==> src/rtl/mod_counter_pkg.sv <==
// Shared definitions for the modulo counter slice.
package mod_counter_pkg;

  // Encoding of the DIR input.
  localparam logic DIR_UP   = 1'b1;
  localparam logic DIR_DOWN = 1'b0;

endpackage : mod_counter_pkg

==> src/rtl/mod_counter_if.sv <==
// Control/status bundle of the modulo counter: count enable, direction,
// load, terminal value, prescale and the registered results.
interface mod_counter_if #(
  parameter int unsigned WIDTH = 24,
  parameter int unsigned PRE_W = 8
);

  logic             T;
  logic             DIR;
  logic             LD;
  logic [WIDTH-1:0] D;
  logic [WIDTH-1:0] MAX;
  logic [PRE_W-1:0] DIV;
  logic             CLR_WRAP;
  logic [WIDTH-1:0] Q;
  logic             TC;
  logic             WRAP;

  // Side that drives the counter controls and observes its outputs.
  modport master (
    output T, DIR, LD, D, MAX, DIV, CLR_WRAP,
    input  Q, TC, WRAP
  );

  // The counter itself.
  modport slave (
    input  T, DIR, LD, D, MAX, DIV, CLR_WRAP,
    output Q, TC, WRAP
  );

endinterface : mod_counter_if

==> src/rtl/mod_prescaler.sv <==
// Clock-enable prescaler: issues one STEP every DIV+1 enabled cycles.
module mod_prescaler #(
  parameter int unsigned PRE_W = 8
) (
  input  logic             C,
  input  logic             R,
  input  logic             CLR,
  input  logic             T,
  input  logic [PRE_W-1:0] DIV,
  output logic             STEP
);

  logic [PRE_W-1:0] p_q;
  logic [PRE_W-1:0] p_d;
  logic             hit;

  // A step fires once the phase reaches DIV; using >= lets a DIV lowered
  // below the current phase take effect on the very next enabled cycle.
  assign hit  = (p_q >= DIV);
  assign STEP = T & hit;

  // Phase next-state: hold while disabled, restart on a step.
  always_comb begin
    p_d = p_q;
    if (T) begin
      if (hit) begin
        p_d = '0;
      end else begin
        p_d = p_q + 1'b1;
      end
    end
  end

  // Phase register; reset and load both restart the phase.
  always_ff @(posedge C) begin
    if (R) begin
      p_q <= '0;
    end else if (CLR) begin
      p_q <= '0;
    end else begin
      p_q <= p_d;
    end
  end

endmodule : mod_prescaler

==> src/rtl/mod_counter.sv <==
// Up/down modulo counter with parallel load, programmable terminal value,
// prescaled count enable, terminal-count pulse and sticky wrap flag.
module mod_counter
  import mod_counter_pkg::*;
#(
  parameter int unsigned WIDTH = 24,
  parameter int unsigned PRE_W = 8
) (
  input  logic        C,
  input  logic        R,
  mod_counter_if.slave bus
);

  logic [WIDTH-1:0] q_q;
  logic [WIDTH-1:0] q_d;
  logic             tc_q;
  logic             tc_d;
  logic             wrap_q;
  logic             wrap_d;
  logic             step;
  logic             wrap_evt;

  mod_prescaler #(
    .PRE_W (PRE_W)
  ) u_prescaler (
    .C    (C),
    .R    (R),
    .CLR  (bus.LD),
    .T    (bus.T),
    .DIV  (bus.DIV),
    .STEP (step)
  );

  // Counter next-state: load (clamped to MAX) beats a count step, else hold.
  always_comb begin
    q_d      = q_q;
    wrap_evt = 1'b0;
    if (bus.LD) begin
      q_d = (bus.D > bus.MAX) ? bus.MAX : bus.D;
    end else if (step) begin
      unique case (bus.DIR)
        DIR_UP: begin
          if (q_q >= bus.MAX) begin
            q_d      = '0;
            wrap_evt = 1'b1;
          end else begin
            q_d = q_q + 1'b1;
          end
        end
        DIR_DOWN: begin
          // Out-of-range value (MAX lowered under Q) snaps to MAX silently.
          if (q_q == '0) begin
            q_d      = bus.MAX;
            wrap_evt = 1'b1;
          end else if (q_q > bus.MAX) begin
            q_d = bus.MAX;
          end else begin
            q_d = q_q - 1'b1;
          end
        end
      endcase
    end
  end

  // Flag next-state: TC mirrors the wrap event; a new wrap beats CLR_WRAP.
  always_comb begin
    tc_d   = wrap_evt;
    wrap_d = wrap_evt | (wrap_q & ~bus.CLR_WRAP);
  end

  // State registers with synchronous reset.
  always_ff @(posedge C) begin
    if (R) begin
      q_q    <= '0;
      tc_q   <= 1'b0;
      wrap_q <= 1'b0;
    end else begin
      q_q    <= q_d;
      tc_q   <= tc_d;
      wrap_q <= wrap_d;
    end
  end

  assign bus.Q    = q_q;
  assign bus.TC   = tc_q;
  assign bus.WRAP = wrap_q;

endmodule : mod_counter

==> src/flat_wrapper.sv <==
// flat-port wrapper written by rule: the top's interface ports become plain ports
module mod_counter_flat import mod_counter_pkg::*;
#(
  parameter int unsigned WIDTH = 24,
  parameter int unsigned PRE_W = 8
)
  (C, R, bus_T, bus_DIR, bus_LD, bus_D, bus_MAX, bus_DIV, bus_CLR_WRAP, bus_Q, bus_TC, bus_WRAP);
  mod_counter_if #(.WIDTH(WIDTH), .PRE_W(PRE_W)) bus_i ();
  input  logic C;
  input  logic R;
  input wire logic [$bits(bus_i.T)-1:0] bus_T;
  input wire logic [$bits(bus_i.DIR)-1:0] bus_DIR;
  input wire logic [$bits(bus_i.LD)-1:0] bus_LD;
  input wire logic [$bits(bus_i.D)-1:0] bus_D;
  input wire logic [$bits(bus_i.MAX)-1:0] bus_MAX;
  input wire logic [$bits(bus_i.DIV)-1:0] bus_DIV;
  input wire logic [$bits(bus_i.CLR_WRAP)-1:0] bus_CLR_WRAP;
  output wire logic [$bits(bus_i.Q)-1:0] bus_Q;
  output wire logic [$bits(bus_i.TC)-1:0] bus_TC;
  output wire logic [$bits(bus_i.WRAP)-1:0] bus_WRAP;
  assign bus_i.T = bus_T;
  assign bus_i.DIR = bus_DIR;
  assign bus_i.LD = bus_LD;
  assign bus_i.D = bus_D;
  assign bus_i.MAX = bus_MAX;
  assign bus_i.DIV = bus_DIV;
  assign bus_i.CLR_WRAP = bus_CLR_WRAP;
  assign bus_Q = bus_i.Q;
  assign bus_TC = bus_i.TC;
  assign bus_WRAP = bus_i.WRAP;
  mod_counter #(.WIDTH(WIDTH), .PRE_W(PRE_W)) u_core (.C(C), .R(R), .bus(bus_i));
endmodule
==> config.mk <==
export PLATFORM = sky130hd
export DESIGN_NAME = mod_counter_flat
export DESIGN_NICKNAME = d
export VERILOG_FILES = /design/src/rtl/mod_counter_pkg.sv /design/src/rtl/mod_counter_if.sv /design/src/rtl/mod_prescaler.sv /design/src/rtl/mod_counter.sv /design/src/flat_wrapper.sv
export SDC_FILE = /design/constraint.sdc
export NUM_CORES = 1
export LEC_CHECK = 0
export ABC_AREA = 1
export CAP_MARGIN = 5
export CORE_MARGIN = 1
export CORE_UTILIZATION = 40
export DETAILED_ROUTE_END_ITERATION = 7
export DONT_BUFFER_PORTS = 1
export PLACE_DENSITY_LB_ADDON = 0.3
export SLEW_MARGIN = 20
export SYNTH_ARGS = -nofsm -noshare
export SYNTH_HDL_FRONTEND = slang
export SYNTH_SLANG_ARGS = --single-unit
==> constraint.sdc <==
create_clock -name C -period 2.25 [get_ports C]
set_input_delay 0.675 -clock C [delete_from_list [all_inputs] [get_ports C]]
set_output_delay 0.675 -clock C [all_outputs]
set_load 0.02 [all_outputs]
# Yosys cells after proc, flatten, opt, wreduce, memory -nomap -nowiden
# Index checks and enable logic that the tools add are counted.
[classes]
n_reduce_logical = 3
muxes = 13
magnitude_cmp = 4
bitwise = 5
n_addsub = 3
[ops]
columns = ["op", "n"]
rows = [
  ["two-way mux 24 bit", 6],
  ["greater-than comparator 24 bit", 2],
  ["one-hot mux 24 bit (2 select lines)", 1],
  ["adder 24 x 1 -> 24 bit (second input constant)", 1],
  [">= comparator 24 bit", 1],
  ["logical NOT 24 bit", 1],
  ["subtractor 24 x 1 -> 24 bit (second input constant)", 1],
  ["adder 8 x 1 -> 8 bit (second input constant)", 1],
  [">= comparator 8 bit", 1],
  ["two-way mux 8 bit", 1],
  ["two-way mux 1 bit", 4],
  ["AND 1 bit", 2],
  ["inverter 1 bit", 2],
  ["one-hot mux 1 bit (2 select lines)", 1],
  ["nonzero test 2 bit", 1],
  ["OR reduction 2 bit", 1],
  ["OR 1 bit", 1],
]
[word_totals]
reg_bits = 34
output_inout_bits = 26
inputBits = 62
elab_cells = 32

# Longest topological paths before layout
[depth]
ltp_word = 6
mapped_depth = 21
depth_no_buf = 21

# Modules after synthesis
# Synthesis repeated with hierarchy kept, for this count alone.
[unflattened]
cells_unflattened = 903
area_unflattened_um2 = 5375.2
[by_module_without_submodules]
columns = ["mod", "n_inst", "cells_per_inst", "seq_area_each_um2", "area_each_um2"]
rows = [
  ["mod_counter", 1, 825, 520.5, 4783.3],
  ["mod_prescaler", 1, 78, 160.2, 591.8],
]

# Least setup slack after synthesis
# OpenSTA, ideal clock, no wires.
[synth_path]
path_type = "input -> register"
from = "input port bus_MAX[15]"
to = "register u_core.q_q[19] (netlist: u_core.bus.Q[19])"
arrival_time_ns = 2.190
setup_time_ns = 0.109
n_path_buf = 1
setup_slack_ns = -0.049
path_stages = 16
t_required_ns = 2.141
cell_sequence = "inv_1 ha_1 nand2_1 nor2_1 nand2_1 nor2_1 nand2_1 nand3_1 nand2_1 inv_2 buf_2 nand2_1 o211ai_1 nand3_1 nand2_1 inv_1"
[synth_between]
elab_chain_len = 6
word_cells_on_any_way = 10
classes_between = "order compare (3); mux (7)"
[synth_lines]
columns = ["element", "line_no", "source"]
rows = [
  ["start, declared", "flat_wrapper.sv:15", "input wire logic [$bits(bus_i.MAX)-1:0] bus_MAX;"],
  ["greater-than comparator 24 bit", "mod_counter.sv:55", "end else if (q_q > bus.MAX) begin"],
  ["two-way mux 24 bit", "mod_counter.sv:55", ""],
  ["two-way mux 24 bit", "mod_counter.sv:52", "if (q_q == '0) begin"],
  ["one-hot mux 24 bit (2 select lines)", "mod_counter.sv:41", "unique case (bus.DIR)"],
  ["two-way mux 24 bit", "mod_counter.sv:40", "end else if (step) begin"],
  ["two-way mux 24 bit *", "mod_counter.sv:38", "if (bus.LD) begin"],
  ["end signal, assigned", "mod_counter.sv:78", "q_q <= q_d;"],
  ["end, declared", "mod_counter.sv:14", "logic [WIDTH-1:0] q_q;"],
]
# Mark *: on every way between the ends. The rest lies on a longest branch, timed or not. The select of a mux whose other input is x is not followed.
# A chain may end at the register's enable or synchronous reset.

# Worst setup path in the final report
[layout_path]
from = "input port bus_MAX[5]"
to = "register u_core.q_q[10] (netlist: u_core.bus.Q[10])"
# Same word-level chain as after synthesis.

==> flow_summary.ini <==
[sta]
worst_pin_slew_ns = 0.380
fin_setup_tns_ns = -0.0153
final_hold_viol_count = 0
finalCriticalPeriod_ns = 2.27
fmax_ghz = 0.441
skew_ns = 0.00605
worst_slack_ns = -0.0153
slew_headroom_pct = 74.7
rsz0062_at_grt = yes
fin_hold_ws_ns = 0.449
setup_violations = 1
slew_viol_final = 0
post-route-period-util_pct = 101

[floorplan]
die_area_um2 = 13100
die_h_um = 114
initial_utilization_pct = 41.5
rows = 40
io_pins = 88
core_um2 = 12200
dieWidth_um = 114

[layout]
num-nets-final = 1004
drive_above_1_share_pct = 18.6
fin_area_um2 = 6100
area_growth_pct = 21.0
diodes = 0
fin_util_pct = 50.2
final_cells = 1051

[power]
peakVddDrop_uv = 287
power_frac_clock_pct = 31.4
power.leakage_nw = 3.00
combPwrFrac_pct = 45.8
p_sw_mw = 1.17
p_total_mw = 2.96
internal_power_mw = 1.80
p_sw_share_pct = 39.4
power_density_nw_per_um2 = 485
seq_power_share_pct = 22.8

[grt]
use_met3_pct = 6.46
antenna_found_initial = 0
grt_util_met1_pct = 32.6
grt_pass1_wl_mm = 26.6
grtUsageTotal_pct = 26.1
grt_start_max_net_pins = 31
busiest_layer = met2
grt_pass1_vias = 5327
grt_use_met2_pct = 43.6
grt_remaining_overflow = 0

[cts]
h-tree-depth = 2
clkSlewWorstSetupHoldPaths_ns = 0.06
clockBufferDepth = 2
cts_tree = yes
cts_hold_buf = 0
cts_root_buf = clkbuf_16
cts_sinks = 34
numCtsBuffers = 5
clkLatencyLatePin_ns = 0.29

[routing]
drt_iter0_markers = 353
vias = 5673
drtAntennaViolNets = 0
first_pass_iters = 5
drc_errors = 0
wirelength_mm = 16.7
vias_per_cell = 5.40
wl_per_cell_um = 15.9

[place]
io_buffers = 0
dpl_worst_slack_ns = -0.343
place_hpwl_mm = 13.5
gp_congestion = 0.972
placed_area_um2 = 5670
dpl.cell_count = 1042

[yosys]
synth_top_area_share_pct = 15.3
synth-edff-count = 0
async_flop_share_pct = 0
syn_inst = 840
synth_area_um2 = 5040
avgSynthCellArea_um2 = 6.00
synth_nets = 962
ys_seq_area_share_pct = 13.5
ys_types = 42
ys_ff_latch = 34
yosysWarningCount = 0
synth_top_cell_by_area = nand2_1
synth_area_leaders = nand2_1, ha_1, dfxtp_1, nand3_1, inv_1
synth_common_cells = nand2_1, inv_1, nand3_1, nor2_1, ha_1
yosysMostFrequentCell = nand2_1
synth-main-ff-cell = dfxtp_1

[critical_path]
start_kind = input pin
r2r-start = u_core.bus.Q[2]
reg2reg_depth = 15
crit_type = in -> reg
path_max_fanout = 22
cp-end-kind = register
cp.arrival_ns = 2.49
required_ns = 2.48
cp-startpoint = bus_MAX[5]
ff2ff_setup_slack_ns = 0.10

[hold_path]
holdPathStages = 1
worstHoldPathType = in -> reg
min-delay-start = R

[outcome]
violations = negative setup slack
status = finished with violations

[flow_run]
maxCapViolCount = 0
## power by group through the flow
stage | sequential (mW) | combinational (mW) | clock (mW)
floorplan | 0.746 | 0.822 | 0
global placement | 0.684 | 1.26 | 0
detailed placement | 0.684 | 1.27 | 0
CTS | 0.671 | 1.28 | 0.935
global route | 0.678 | 1.51 | 0.965
finish | 0.674 | 1.36 | 0.931
## flip-flops by register name, summed over array words and instances (netlist names)
register / count
u_core.bus.Q: 24
u_core.u_prescaler.p_q: 8
u_core.bus.TC: 1
u_core.bus.WRAP: 1
## logic make-up (layout without fill, tap and decap cells)
group	Yosys count	count (layout)	share of synthesized area [%]
AO/OA/AOI/OAI	110	110	12.0
XOR/XNOR	33	33	5.73
adder cells (fa/ha/maj)	60	60	14.9
buffers and inverters	150	193	12.1
flip-flops	34	34	13.5
AND/OR/NAND/NOR	453	453	41.8
## layout make-up
cell class | count | area, µm²
clock buffers | 5 | 125
repair buffers | 73 | 622
flip-flops and latches | 34 | 681
inverters | 112 | 435
well taps | 168 | 210
clock inverters | 3 | 68.8
multi-input cells | 656 | 3960
fillers | 1295 | 6060
## metal layers
| layer | wire [µm] | part of all wire (%) |
|---|---|---|
| met1 | 7050 | 42 |
| met4 | 463 | 2.8 |
| met2 | 7580 | 45 |
| met3 | 1640 | 9.8 |
| met5 | 0 | 0 |
## repair_timing
item / 4_1_cts / 5_1_grt
endpoints found under the setup margin: 5 / 24
buffers inserted: 0 / 1
pin swaps: 3 / 12
gates resized for setup: 4 / 44
## worst max-delay path, stage by stage
cell	delay [ns]
clkinvlp_4	0.09
ha_1	0.32
a21oi_2	0.16
nor2_1	0.05
nor2_1	0.09
nand2_1	0.08
nand2_1	0.09
nand3_2	0.10
nand2_4	0.12
buf_12	0.16
nand3_1	0.08
nand2_1	0.09
inv_1	0.04
nand2_1	0.04
nand2_1	0.05
nand3_1	0.08
nand2_1	0.05
nor2_1	0.10
## final timing paths
path / end
worst max register to register: u_core.bus.Q[0]
worst min-delay path: u_core.bus.TC
worst min register to register: u_core.u_prescaler.p_q[3]
worst max-delay path: u_core.bus.Q[10]
## cell usage in the layout (no fill, tap or decap), drive strengths merged, types with 3 or more instances in the layout
master,instances
nor3,12
a21oi,44
or2,6
o211ai,12
xor2,28
nand3b,11
nand3,88
clkinv,4
o21a,3
ha,60
nand4,19
xnor2,5
clkbuf,5
nand2,214
o21ai,44
nor2,92
nor4,5
buf,73
dfxtp,34
inv,107
nor3b,5
Note: power is estimated with default switching activity, not from simulation.
